--- src/rtl/inst_decode_buffer.sv ---
// Decoded-instruction buffer: decodes RV32 base words at push, queues DEPTH entries.
// Build option: INST_DECODE_CUSTOM0_EN adds the custom-0 (0001011) I-form opcode.
module inst_decode_buffer #(
  parameter int unsigned XLEN  = 32,
  parameter int unsigned DEPTH = 4
) (
  input  logic                       clk,
  input  logic                       rst_n,
  input  logic                       flush,
  input  logic                       in_valid,
  output logic                       in_ready,
  input  logic [31:0]                in_inst,
  output logic                       out_valid,
  input  logic                       out_ready,
  output logic [2:0]                 out_type,
  output logic [4:0]                 out_rd,
  output logic [4:0]                 out_rs1,
  output logic [4:0]                 out_rs2,
  output logic [2:0]                 out_funct3,
  output logic [6:0]                 out_funct7,
  output logic [XLEN-1:0]            out_imm,
  output logic                       out_illegal,
  output logic [$clog2(DEPTH):0]     count,
  output logic [15:0]                illegal_cnt
);

  localparam int unsigned AW = $clog2(DEPTH);
  localparam int unsigned CW = AW + 1;

  localparam logic [2:0] T_R   = 3'd0;
  localparam logic [2:0] T_I   = 3'd1;
  localparam logic [2:0] T_S   = 3'd2;
  localparam logic [2:0] T_B   = 3'd3;
  localparam logic [2:0] T_U   = 3'd4;
  localparam logic [2:0] T_J   = 3'd5;
  localparam logic [2:0] T_ILL = 3'd7;

  localparam logic [6:0] OP_R = 7'b0110011;
  localparam logic [6:0] OP_I = 7'b0010011;
  localparam logic [6:0] OP_S = 7'b0100011;
  localparam logic [6:0] OP_B = 7'b1100011;
  localparam logic [6:0] OP_U = 7'b0010111;
  localparam logic [6:0] OP_J = 7'b1101111;
`ifdef INST_DECODE_CUSTOM0_EN
  localparam logic [2:0] T_C0  = 3'd6;
  localparam logic [6:0] OP_C0 = 7'b0001011;
`endif

  localparam logic [6:0] F7_ZERO = 7'b0000000;
  localparam logic [6:0] F7_ALT  = 7'b0100000;

  typedef struct packed {
    logic [2:0]      typ;
    logic [4:0]      rd;
    logic [4:0]      rs1;
    logic [4:0]      rs2;
    logic [2:0]      f3;
    logic [6:0]      f7;
    logic [XLEN-1:0] imm;
  } entry_t;

  entry_t          r_mem [DEPTH];
  logic [AW-1:0]   r_wr_ptr;
  logic [AW-1:0]   r_rd_ptr;
  logic [CW-1:0]   r_count;
  logic            r_valid;
  logic [15:0]     r_ill_cnt;

  entry_t          w_dec;
  entry_t          w_head;
  logic            w_bad;
  logic            w_push;
  logic            w_pop;
  logic [CW-1:0]   w_count_nxt;
  logic [2:0]      w_f3;
  logic [6:0]      w_f7;
  logic [XLEN-1:0] w_imm_i;
  logic [XLEN-1:0] w_imm_s;
  logic [XLEN-1:0] w_imm_b;
  logic [XLEN-1:0] w_imm_u;
  logic [XLEN-1:0] w_imm_j;

  assign w_f3 = in_inst[14:12];
  assign w_f7 = in_inst[31:25];

  // Sign-extended immediates for every format
  assign w_imm_i = {{(XLEN-12){in_inst[31]}}, in_inst[31:20]};
  assign w_imm_s = {{(XLEN-12){in_inst[31]}}, in_inst[31:25], in_inst[11:7]};
  assign w_imm_b = {{(XLEN-13){in_inst[31]}}, in_inst[31], in_inst[7],
                    in_inst[30:25], in_inst[11:8], 1'b0};
  assign w_imm_u = {{(XLEN-32){in_inst[31]}}, in_inst[31:12], 12'b0};
  assign w_imm_j = {{(XLEN-21){in_inst[31]}}, in_inst[31], in_inst[19:12],
                    in_inst[20], in_inst[30:21], 1'b0};

  // Decode of the incoming word; any failed field check collapses to ILLEGAL
  always_comb begin
    w_dec     = '0;
    w_bad     = 1'b0;
    w_dec.rd  = in_inst[11:7];
    w_dec.rs1 = in_inst[19:15];
    w_dec.rs2 = in_inst[24:20];
    w_dec.f3  = w_f3;
    w_dec.f7  = w_f7;
    case (in_inst[6:0])
      OP_R: begin
        w_dec.typ = T_R;
        if ((w_f7 != F7_ZERO) && (w_f7 != F7_ALT)) begin
          w_bad = 1'b1;
        end else if ((w_f7 == F7_ALT) && (w_f3 != 3'b000) && (w_f3 != 3'b101)) begin
          w_bad = 1'b1;
        end
      end
      OP_I: begin
        w_dec.typ = T_I;
        w_dec.imm = w_imm_i;
        if ((w_f3 == 3'b001) && (w_f7 != F7_ZERO)) begin
          w_bad = 1'b1;
        end
        if ((w_f3 == 3'b101) && (w_f7 != F7_ZERO) && (w_f7 != F7_ALT)) begin
          w_bad = 1'b1;
        end
      end
      OP_S: begin
        w_dec.typ = T_S;
        w_dec.imm = w_imm_s;
        w_bad     = (w_f3 > 3'b010);
      end
      OP_B: begin
        w_dec.typ = T_B;
        w_dec.imm = w_imm_b;
        w_bad     = (w_f3 == 3'b010) || (w_f3 == 3'b011);
      end
      OP_U: begin
        w_dec.typ = T_U;
        w_dec.imm = w_imm_u;
      end
      OP_J: begin
        w_dec.typ = T_J;
        w_dec.imm = w_imm_j;
      end
`ifdef INST_DECODE_CUSTOM0_EN
      OP_C0: begin
        w_dec.typ = T_C0;
        w_dec.imm = w_imm_i;
        w_bad     = (w_f3 != 3'b000);
      end
`endif
      default: w_bad = 1'b1;
    endcase
    if (w_bad) begin
      w_dec.typ = T_ILL;
      w_dec.imm = '0;
    end
  end

  // Handshakes; flush overrides both sides
  assign in_ready = (r_count < CW'(DEPTH));
  assign w_push   = in_valid && in_ready && !flush;
  assign w_pop    = r_valid && out_ready && !flush;

  always_comb begin
    w_count_nxt = r_count;
    case ({w_push, w_pop})
      2'b10:   w_count_nxt = r_count + CW'(1);
      2'b01:   w_count_nxt = r_count - CW'(1);
      default: w_count_nxt = r_count;
    endcase
  end

  always_ff @(posedge clk or negedge rst_n) begin
    if (!rst_n) begin
      r_wr_ptr <= '0;
      r_rd_ptr <= '0;
      r_count  <= '0;
      r_valid  <= 1'b0;
    end else if (flush) begin
      r_wr_ptr <= '0;
      r_rd_ptr <= '0;
      r_count  <= '0;
      r_valid  <= 1'b0;
    end else begin
      if (w_push) r_wr_ptr <= r_wr_ptr + AW'(1);
      if (w_pop)  r_rd_ptr <= r_rd_ptr + AW'(1);
      r_count <= w_count_nxt;
      r_valid <= (w_count_nxt != '0);
    end
  end

  // Entry storage needs no reset: reads are gated by r_valid
  always_ff @(posedge clk) begin
    if (w_push) r_mem[r_wr_ptr] <= w_dec;
  end

  always_ff @(posedge clk or negedge rst_n) begin
    if (!rst_n) begin
      r_ill_cnt <= '0;
    end else if (w_push && (w_dec.typ == T_ILL) && (r_ill_cnt != 16'hFFFF)) begin
      r_ill_cnt <= r_ill_cnt + 16'd1;
    end
  end

  assign w_head      = r_mem[r_rd_ptr];
  assign out_valid   = r_valid;
  assign out_type    = r_valid ? w_head.typ : '0;
  assign out_rd      = r_valid ? w_head.rd  : '0;
  assign out_rs1     = r_valid ? w_head.rs1 : '0;
  assign out_rs2     = r_valid ? w_head.rs2 : '0;
  assign out_funct3  = r_valid ? w_head.f3  : '0;
  assign out_funct7  = r_valid ? w_head.f7  : '0;
  assign out_imm     = r_valid ? w_head.imm : '0;
  assign out_illegal = r_valid && (w_head.typ == T_ILL);
  assign count       = r_count;
  assign illegal_cnt = r_ill_cnt;

endmodule

--- config.mk ---
export PLATFORM = sky130hd
export DESIGN_NAME = inst_decode_buffer
export DESIGN_NICKNAME = d
export VERILOG_FILES = /design/src/rtl/inst_decode_buffer.sv
export SDC_FILE = /design/constraint.sdc
export NUM_CORES = 1
export LEC_CHECK = 0
export CAP_MARGIN = 10
export CORE_ASPECT_RATIO = 0.5
export CORE_MARGIN = 2
export CORE_UTILIZATION = 56
export CTS_BUF_LIST = sky130_fd_sc_hd__clkbuf_16
export CTS_CLUSTER_SIZE = 30
export DETAILED_ROUTE_END_ITERATION = 8
export PLACE_DENSITY = 0.79
export SYNTH_ARGS = -nofsm -noshare
export SYNTH_HDL_FRONTEND = slang
export SYNTH_SLANG_ARGS = --single-unit
--- constraint.sdc ---
create_clock -name clk -period 3.13 [get_ports clk]
set_input_delay 0.4695 -clock clk [delete_from_list [all_inputs] [get_ports clk]]
set_output_delay 0.4695 -clock clk [all_outputs]
set_load 0.1 [all_outputs]
==> impl_results.md, run 1 <==
* Status: finished, final reports clean
* Ys flop type: edfxtp_1
* Post-CTS setup buffers at 0
* Root Buffer: clkbuf_16
* Synth-to-layout area growth at 24.10%
* Worst setup EP type: primary output
* DRC violations left at 0
* Worst path cell trace: buf_12, mux4_2, and2_1, buf_4
* Critical Path Fanout Max at 18
* Total CTS buffers at 23
* Crit start category: flip-flop
* Area leader, netlist: edfxtp_1
* Vias/cell at 5.829
* Crit. Startpoint: r_rd_ptr[0]
* Fmax at 345.4 MHz
* GPL Wtd Cong at 0.8282
* TritonCTS clock tree: built
* Hold_buf cts at 0
* Post-route antenna net violation count at 0
* # diodes at 0
* Setup TNS at 0 ps
* Drt first pass iters at 5
* Period minus WS final at 2895 ps
* Synth top area cells: edfxtp_1 66%, mux4_2 12%, dfrtp_1 5.5%
* R2R setup slack at 740 ps
* Clk_skew at 11.02 ps
* Via count at 6,062
* Grt ovf at 0
* Commonest non-fill, non-tap cells in the layout: 240 x edfxtp_1, 67 x buf_4, 66 x and2_1, 60 x mux4_2, 46 x buf_12
* RSZ-0062 raised after global routing: false
* Longest Clk Path Bufs at 3
* Max_slew headroom at roughly two fifths
* Crit path required time at 2660 ps
* Clk sinks at 264
* PostCTS Resize Cnt at 0
* Synth top area share at 65.64%
* Htree depth at 1
* Clk_lat worst skew at 510 ps
* Reg2reg start: illegal_cnt[0]
* Drt total wl at 23,220 um
* Seq/Total Area, Yosys at between 70% and 80%
* P_leak at roughly 4.7 nW
* Initial Util at 56.82%
* Hold Crit Class: in2async
* Commonest non-fill, non-tap cell in the layout: edfxtp_1
* Placement row count at 36
* Slowest-stage cell, CP: dfrtp_4
* Core area at 0.01932 mm2
* Worst-path clk slew at 70 ps
* Cell Area, Synth at 0.01098 mm2
* Cells after Synth at 616
* Vias in the first global route at 5,978
* Setup CP Type: reg2out
* First-pass GRT wire length at 35,290 um
* Initial antenna violation count at 0
* Syn avg cell area at 17.82 um2
* Die ar. at 0.02081 mm2
* Final setup vio count at 0
* Largest net degree at the start of global routing at 61
* Synthesis-stage register bit count at 264
* Die W at 202.0 um
* Post-Syn Nets at 660
* Wire per inst at 22.33 um
* Final period util at 92.50%
* Power Total at 0.008528 W
* Chip Height at 103.0 um
* Global Route Usage Sum at around 23%
* # Max-Cap Violations at 0
* Count of cell types in the netlist at between 50 and 60
* CP endpoint: out_imm[3]
* Async SR Flop Fraction at 9.091%
* I/O pins at 119
* Initial DRC count at 510
* Worst ir drop on vdd at just over 0.0009 V
* Slowest stage delay, CP at between 600 and 700 ps
* Slew Limit Fails at 0
* Reg2Reg Capture Point: illegal_cnt[15]
* Post-DP HPWL at 15,140 um
* Final net count at about 800
* Worst path arrival time at 2430 ps
* Pwr Density at 625.9 mW/mm2
* PortBufs at 118
* Worst Tran Pin Value at 882.1 ps
* Layout cell share with drive strength beyond 1 at 28.68%
* YS warnings at 0
* Post-synth EDFFs at 240
* Final hold viol count at 0
* Worst r2r path cells at 7
## cell usage after synthesis (all sizes together) (2+ instances only)
library cell / instances
nor2: 19
a21oi: 28
nand2: 30
xnor2: 16
ha: 6
and4bb: 2
dfrtp: 24
and3: 8
nor2b: 5
edfxtp: 240
nor3b: 3
xor2: 5
o21ai: 5
nand2b: 3
nor4: 2
mux2i: 2
nand4b: 2
a22oi: 4
mux4: 60
nor3: 2
inv: 7
mux2: 2
nand4: 11
nand3: 10
and2: 71
or4: 2
or2: 2
buf: 14
clkbuf: 18
## registers in the layout, summed over array words and instances, names as in the netlist
signal	cells
r_mem	240
r_wr_ptr	2
illegal_cnt	16
r_rd_ptr	2
count	3
out_valid	1
## per-layer routing
metal  share of wire (%)  global-route usage, %  wire, um
met4                 1.5                  4.808       339
met3                 6.7                  3.382      1559
met5                   0                      0         0
met2                  49                  37.38     11380
met1                  43                  33.52      9945
## critical path: cells and delay by family (launching register included)
kind / cells / cell delay [ps]
buffers and inverters: 2 / 470
DFF: 1 / 680
muxes: 1 / 550
and+or+nand+nor: 1 / 190
## worst min path at each step
stage                    from             end  cells after the start
3_3_place_gp   illegal_cnt[6]  illegal_cnt[6]                      1
2_1_floorplan           rst_n        count[0]                      0
5_1_grt                 rst_n        count[0]                      2
3_5_place_dp   illegal_cnt[6]  illegal_cnt[6]                      1
4_1_cts                 rst_n        count[0]                      2
6_report                rst_n        count[0]                      2
## cells by family (layout without fill, tap and decap cells)
kind of cell             Yosys count  after routing  synth area share [%]
XOR/XNOR                          21             21                 1.675
buffers and inverters             39            197                 1.755
AO/OA/AOI/OAI                     43             43                 2.234
adder cells (fa/ha/maj)            7              7                0.8661
AND/OR/NAND/NOR                  178            178                 9.664
multiplexers                      64             64                 12.70
flip-flops                       264            264                 71.11
## cell type report
type | instances | area (um2)
flip-flops and latches | 264 | 7814
fillers | 1201 | 5698
multi-input cells | 313 | 2985
repair buffers | 149 | 1784
clock buffers | 23 | 575.6
well taps | 266 | 332.8
clock inverters | 18 | 107.6
inverters | 7 | 26.28
## power breakdown
group          internal [W]  total [W]  switching, W
clock network       0.00142    0.00263       0.00121
logic              0.000582    0.00184       0.00126
registers           0.00396    0.00406      0.000101
total               0.00596    0.00853       0.00256
## per-stage QoR
stage	area [um2]	hold slack, ps	cells	utilization (%)	setup WS, ps
after floorplan	10990	173.9	616	-	92.43
after global placement	12940	493.0	999	66.98	173.7
after detailed placement	12940	482.8	999	66.98	128.0
after CTS	13630	337.8	1040	70.51	192.7
after global routing	13630	356.8	1040	70.51	123.0
final	13630	325.1	1040	70.51	234.9
Power figures use the tool's default switching activity.
==> inputs of run 2 (changes only) <==
- PLACE_DENSITY: 0.79 -> 0.81
==> run 2 against run 1 <==
  * Register-to-register slack improved by 60 ps
  * Sequential power about the same
  * Power increased by 4.5%
  * Sequential cell count unchanged
  * Final area decreased by 1.4%
  * Critical path depth unchanged
  * Clock power increased by 19%
  * Fmax decreased by 0.76%
  * Combinational power decreased by 6%
==> impl_results.md, run 2 (synthesized netlist as in run 1, its figures left out) <==
* Vias/cell at 5.862 (+0.57%)
* Clk_skew at 8.812 ps (-2.204 ps)
* Largest net degree at the start of global routing at 50 (-18%)
* Final hold viol count at 0 (unchanged)
* Critical Path Fanout Max at 15 (-3)
* Slew Limit Fails at 0 (unchanged)
* Clk_lat worst skew at 520 ps (about the same)
* TritonCTS clock tree: built
* Worst r2r path cells at 7 (unchanged)
* Worst path cell trace: buf_4, mux4_2, and3_2, buf_4
* Die ar. at 0.02081 mm2 (unchanged)
* Drt total wl at 24,040 um (+3.5%)
* First-pass GRT wire length at 36,010 um (+2.0%)
* Layout cell share with drive strength beyond 1 at 29.34% (+0.66 points)
* Chip Height at 103.0 um (unchanged)
* Utilization after layout at 69.50% (-1.0 points)
* Drt first pass iters at 5 (unchanged)
* Global Route Usage Sum at 23.31% (+0.48 points)
* CP dominant cell by count: buf_4
* Commonest non-fill, non-tap cell in the layout: edfxtp_1
* Worst setup EP type: primary output
* Top reg by flops: r_mem
* Worst Tran Pin Value at 841.3 ps (-40.83 ps)
* # Max-Cap Violations at 0 (unchanged)
* Crit start category: flip-flop
* Setup CP Type: reg2out
* Total CTS buffers at 24 (+4.3%)
* PostCTS Resize Cnt at 0 (unchanged)
* Final net count at 803 (+0.12%)
* Setup TNS at 0 ps (unchanged)
* R2R setup slack at 800 ps (+60 ps)
* Hold Crit Class: in2async
* Reg2Reg Capture Point: illegal_cnt[13]
* Longest Clk Path Bufs at 3 (unchanged)
* Initial DRC count at 485 (-4.9%)
* Max_slew headroom at 43.12% (+2.8 points)
* Reg2reg start: illegal_cnt[0]
* Worst-path clk slew at 60 ps (about the same)
* Fmax at 342.8 MHz (-0.76%)
* RSZ-0062 raised after global routing: false
* Final setup vio count at 0 (unchanged)
* Initial Util at 56.82% (unchanged)
* Placed insts at 999 (unchanged)
* PortBufs at 118 (unchanged)
* Hold_buf cts at 0 (unchanged)
* I/O pins at 119 (unchanged)
* Commonest non-fill, non-tap cells in the layout: 240 x edfxtp_1, 96 x buf_4, 66 x and2_1, 60 x mux4_2, 36 x clkdlybuf4s50_1
* Core area at 0.01932 mm2 (unchanged)
* Worst path arrival time at 2450 ps (+20 ps)
* Post-DP HPWL at 15,110 um (-0.22%)
* Synth-to-layout area growth at 22.32%
* Worst ir drop on vdd at 0.001057 V (+15%)
* Clk sinks at 264 (unchanged)
* P_leak at 4.678 nW (-0.39%)
* Via count at 6,114 (+0.86%)
* Grt ovf at 0 (unchanged)
* # diodes at 0 (unchanged)
* Max reg flops at 240 (unchanged)
* WHS at 309.4 ps (-15.71 ps)
* Die W at 202.0 um (unchanged)
* Slowest-stage cell, CP: mux4_2
* Pwr Density at 663.8 mW/mm2 (+6.1%)
* Root Buffer: clkbuf_16
* Period minus WS final at 2917 ps (+22.23 ps)
* GPL Wtd Cong at 0.9127 (+10%)
* Placement row count at 36 (unchanged)
* Slowest stage delay, CP at 570 ps (-110 ps)
* Crit path required time at 2660 ps (about the same)
* Final period util at 93.21% (+0.71 points)
* Post-route antenna net violation count at 0 (unchanged)
* Htree depth at 1 (unchanged)
* Status: finished, final reports clean
* DRC violations left at 0 (unchanged)
* Post-CTS setup buffers at 0 (unchanged)
* Final non-filler cell total at 1,043 (+0.29%)
* Initial antenna violation count at 0 (unchanged)
* Wire per inst at 23.05 um (+3.2%)
* Vias in the first global route at 6,305 (+5.5%)
## run 2: changes by cell type in the layout (fill, tap and decap cells not counted)
cell | previous run | this run
buf_4 | 67 | 96
clkinvlp_4 | 1 | 0
bufinv_16 | 1 | 5
clkbuf_16 | 23 | 25
inv_1 | 14 | 11
clkinv_8 | 0 | 1
buf_12 | 46 | 17
## run 2: worst max-delay path by stage
stage,start,to,slack [ps],cells after the start
floorplan,out_valid,out_illegal,90,2
global placement,in_inst[31],illegal_cnt[1],-20,7
detailed placement,in_inst[31],r_mem[2][0],-70,6
CTS,r_rd_ptr[0],out_illegal,180,4
global route,r_rd_ptr[0],out_imm[4],100,4
finish,r_rd_ptr[0],out_illegal,210,4
## run 2: where the power goes
part           total, W  internal, W  switching (W)
Sequential      0.00406      0.00396      0.0000939
Clock           0.00313      0.00187        0.00126
Combinational   0.00173     0.000482        0.00125
## run 2: per-stage QoR
stage                     cell area, um2  total power, W  setup WS [ps]
final                              13430        0.008915          212.7
after global routing               13430        0.009174          98.23
after CTS                          13430        0.008964          175.5
after detailed placement           12580        0.005865         -73.50
after global placement             12580        0.005842         -19.67
after floorplan                    10990        0.005388          92.43
## run 2: critical path, delay by kind of cell (launching register included)
| kind | cells | cell delay, ps |
|---|---|---|
| DFF | 1 | 530 |
| buffers and inverters | 2 | 590 |
| and+or+nand+nor | 1 | 230 |
| muxes | 1 | 570 |
## run 2: cell type report
| type | count | area, um2 |
|---|---|---|
| Inverter | 7 | 26.28 |
| Multi-Input combinational cell | 313 | 2985 |
| Fill cell | 1207 | 5893 |
| Timing Repair Buffer | 149 | 1421 |
| Clock inverter | 19 | 225.2 |
| Clock buffer | 25 | 625.6 |
| Tap cell | 266 | 332.8 |
| Sequential cell | 264 | 7814 |
## run 2: routing by layer
layer / wire length (um) / track usage (%) / vias to the layer above
met5: 0 / 0 / -
met4: 398 / 5.769 / 0
met3: 1867 / 4.804 / 37
met2: 11720 / 38.20 / 263
met1: 10050 / 32.94 / 3126
li1: - / - / 2688
==> inputs of run 3 (changes only) <==
- CTS_CLUSTER_SIZE: 30 -> 12
==> run 3 against run 2 <==
  * Core utilization decreased by 0.95 points
  * Wire length is 2.7% lower
  * Critical path depth did not move
  * Sequential power about the same
  * Hold slack hardly changed
  * Register-to-register slack better by 40 ps
  * Cell count decreased by 0.86%
  * Critical path type unchanged
  * Critical endpoint is now out_funct7[2]
==> impl_results.md, run 3 (synthesized netlist as in run 1, its figures left out) <==
* Post-route antenna net violation count at 0 (unchanged)
* Met3 global-route usage at 4.330% (-0.47 points)
* Post-DP HPWL at 15,110 um (unchanged)
* Met2 usage at 37.64% (-0.56 points)
* Clk_skew at 8.368 ps (-0.4432 ps)
* Worst Tran Pin Value at 803.9 ps (-37.37 ps)
* Clk sinks at 264 (unchanged)
* Period minus WS final at 2897 ps (-20.62 ps)
* PostCTS Resize Cnt at 0 (unchanged)
* Crit path required time at 2660 ps (about the same)
* Fmax at 345.2 MHz (+0.71%)
* Synth-to-layout area growth at 20.66%
* Slowest-stage cell, CP: mux4_2
* Crit start category: flip-flop
* Setup CP Type: reg2out
* Final setup vio count at 0 (unchanged)
* Htree depth at 1 (unchanged)
* Worst ir drop on vdd at 0.001015 V (-4.0%)
* Initial antenna violation count at 0 (unchanged)
* Final hold viol count at 0 (unchanged)
* Worst path arrival time at 2430 ps (-20 ps)
* Max reg flops at 240 (unchanged)
* Largest net degree at the start of global routing at 50 (unchanged)
* Initial DRC count at 574 (+18%)
* Pwr Density at 632.1 mW/mm2 (-4.8%)
* Via count at 6,039 (-1.2%)
* P_leak at 4.606 nW (-1.6%)
* Placement row count at 36 (unchanged)
* Core area at 0.01932 mm2 (unchanged)
* Worst r2r path cells at 9 (+2)
* Initial Util at 56.82% (unchanged)
* Total CTS buffers at 25 (+4.2%)
* Post-DP Area at 0.01258 mm2 (unchanged)
* Status: finished, final reports clean
* Fin area at 0.01325 mm2 (-1.4%)
* CP endpoint: out_funct7[2]
* Hold Crit Class: in2async
* Final net count at 804 (+0.12%)
* Worst-path clk slew at 60 ps (about the same)
* Worst path cell trace: buf_12, mux4_2, and2_1, buf_4
* Reg2reg start: count[2]
* Root Buffer: clkbuf_16
* Max_slew headroom at 45.65% (+2.5 points)
* Global Route Usage Sum at 22.90% (-0.41 points)
* Met1 Use GR at 32.82% (-0.12 points)
* Commonest non-fill, non-tap cell in the layout: edfxtp_1
* GPL Wtd Cong at 0.9127 (unchanged)
* Reg2Reg Capture Point: out_valid
* Slew Limit Fails at 0 (unchanged)
* Top reg by flops: r_mem
* Drt total wl at 23,400 um (-2.7%)
* Crit. Startpoint: r_rd_ptr[0]
* Critical Path Fanout Max at 40 (+25)
* Drt first pass iters at 5 (unchanged)
* Hold_buf cts at 0 (unchanged)
* PortBufs at 118 (unchanged)
* RSZ-0062 raised after global routing: false
* Vias in the first global route at 6,193 (-1.8%)
* Post-CTS setup buffers at 0 (unchanged)
* DRC violations left at 0 (unchanged)
* I/O pins at 119 (unchanged)
* Utilization after layout at 68.56% (-0.95 points)
* Worst setup EP type: primary output
* First-pass GRT wire length at 35,500 um (-1.4%)
* Chip Height at 103.0 um (unchanged)
* Die W at 202.0 um (unchanged)
* Vias/cell at 5.840 (-0.37%)
* Final period util at 92.55% (-0.66 points)
* Wire per inst at 22.63 um (-1.8%)
* Layout cell share with drive strength beyond 1 at 28.39% (-0.96 points)
* Commonest non-fill, non-tap cells in the layout: 240 x edfxtp_1, 96 x buf_4, 66 x and2_1, 60 x mux4_2, 36 x clkdlybuf4s50_1
* Die ar. at 0.02081 mm2 (unchanged)
* TritonCTS clock tree: built
* Clk_lat worst skew at 510 ps (about the same)
* Grt ovf at 0 (unchanged)
* # diodes at 0 (unchanged)
* # Max-Cap Violations at 0 (unchanged)
* Most Crowded Layer GR: met2
* R2R setup slack at 840 ps (+40 ps)
* Longest Clk Path Bufs at 3 (unchanged)
* Slowest stage delay, CP at 590 ps (+20 ps)
==> run 3: cell count changes in the layout (fill, tap and decap cells not counted), sizes merged <==
cell    change
bufinv      -5
clkinv      -9
inv         +5
==> run 3: layer usage <==
layer / part of all wire [%] / vias up
li1: - / 2685
met1: 42 / 3089
met2: 50 / 243
met3: 7.6 / 22
met4: 1.2 / 0
met5: 0 / -
==> run 3: worst min-delay path by stage <==
stage,to,cells after the start,startpoint,slack [ps]
2_1_floorplan,count[0],0,rst_n,170
3_3_place_gp,illegal_cnt[6],1,illegal_cnt[6],500
3_5_place_dp,illegal_cnt[6],1,illegal_cnt[6],500
4_1_cts,count[1],2,rst_n,320
5_1_grt,count[2],2,rst_n,350
6_report,count[2],2,rst_n,310
==> run 3: final cells by class <==
type | instances | area [um2]
flip-flops and latches | 264 | 7814
fillers | 1231 | 6076
multi-input cells | 313 | 2985
repair buffers | 149 | 1421
clock buffers | 25 | 625.6
well taps | 266 | 332.8
clock inverters | 10 | 42.54
inverters | 7 | 26.28
==> run 3: worst max-delay path: cells and delay by family (launching register included) <==
kind	cells	cell delay [ps]
flops	1	530
buf+inv	2	540
simple gates	1	180
mux	1	590
==> run 3: per-stage QoR <==
| step | instances | setup WS, ps | total power, W | setup TNS [ps] | hold WS (ps) |
|---|---|---|---|---|---|
| 3_5_place_dp | 999 | -73.50 | 0.005865 | -306.7 | 500.6 |
| 6_report | 1034 | 233.3 | 0.008374 | 0 | 309.8 |
| 3_3_place_gp | 999 | -19.67 | 0.005842 | -19.67 | 495.0 |
| 2_1_floorplan | 616 | 92.43 | 0.005388 | 0 | 173.9 |
| 5_1_grt | 1034 | 99.70 | 0.008638 | 0 | 349.0 |
| 4_1_cts | 1034 | 191.8 | 0.008430 | 0 | 316.2 |
==> run 3: report_power, final <==
part / switching [W] / internal [W]
logic: 0.00124 / 0.000482
clock network: 0.00117 / 0.00142
registers: 0.0000935 / 0.00396
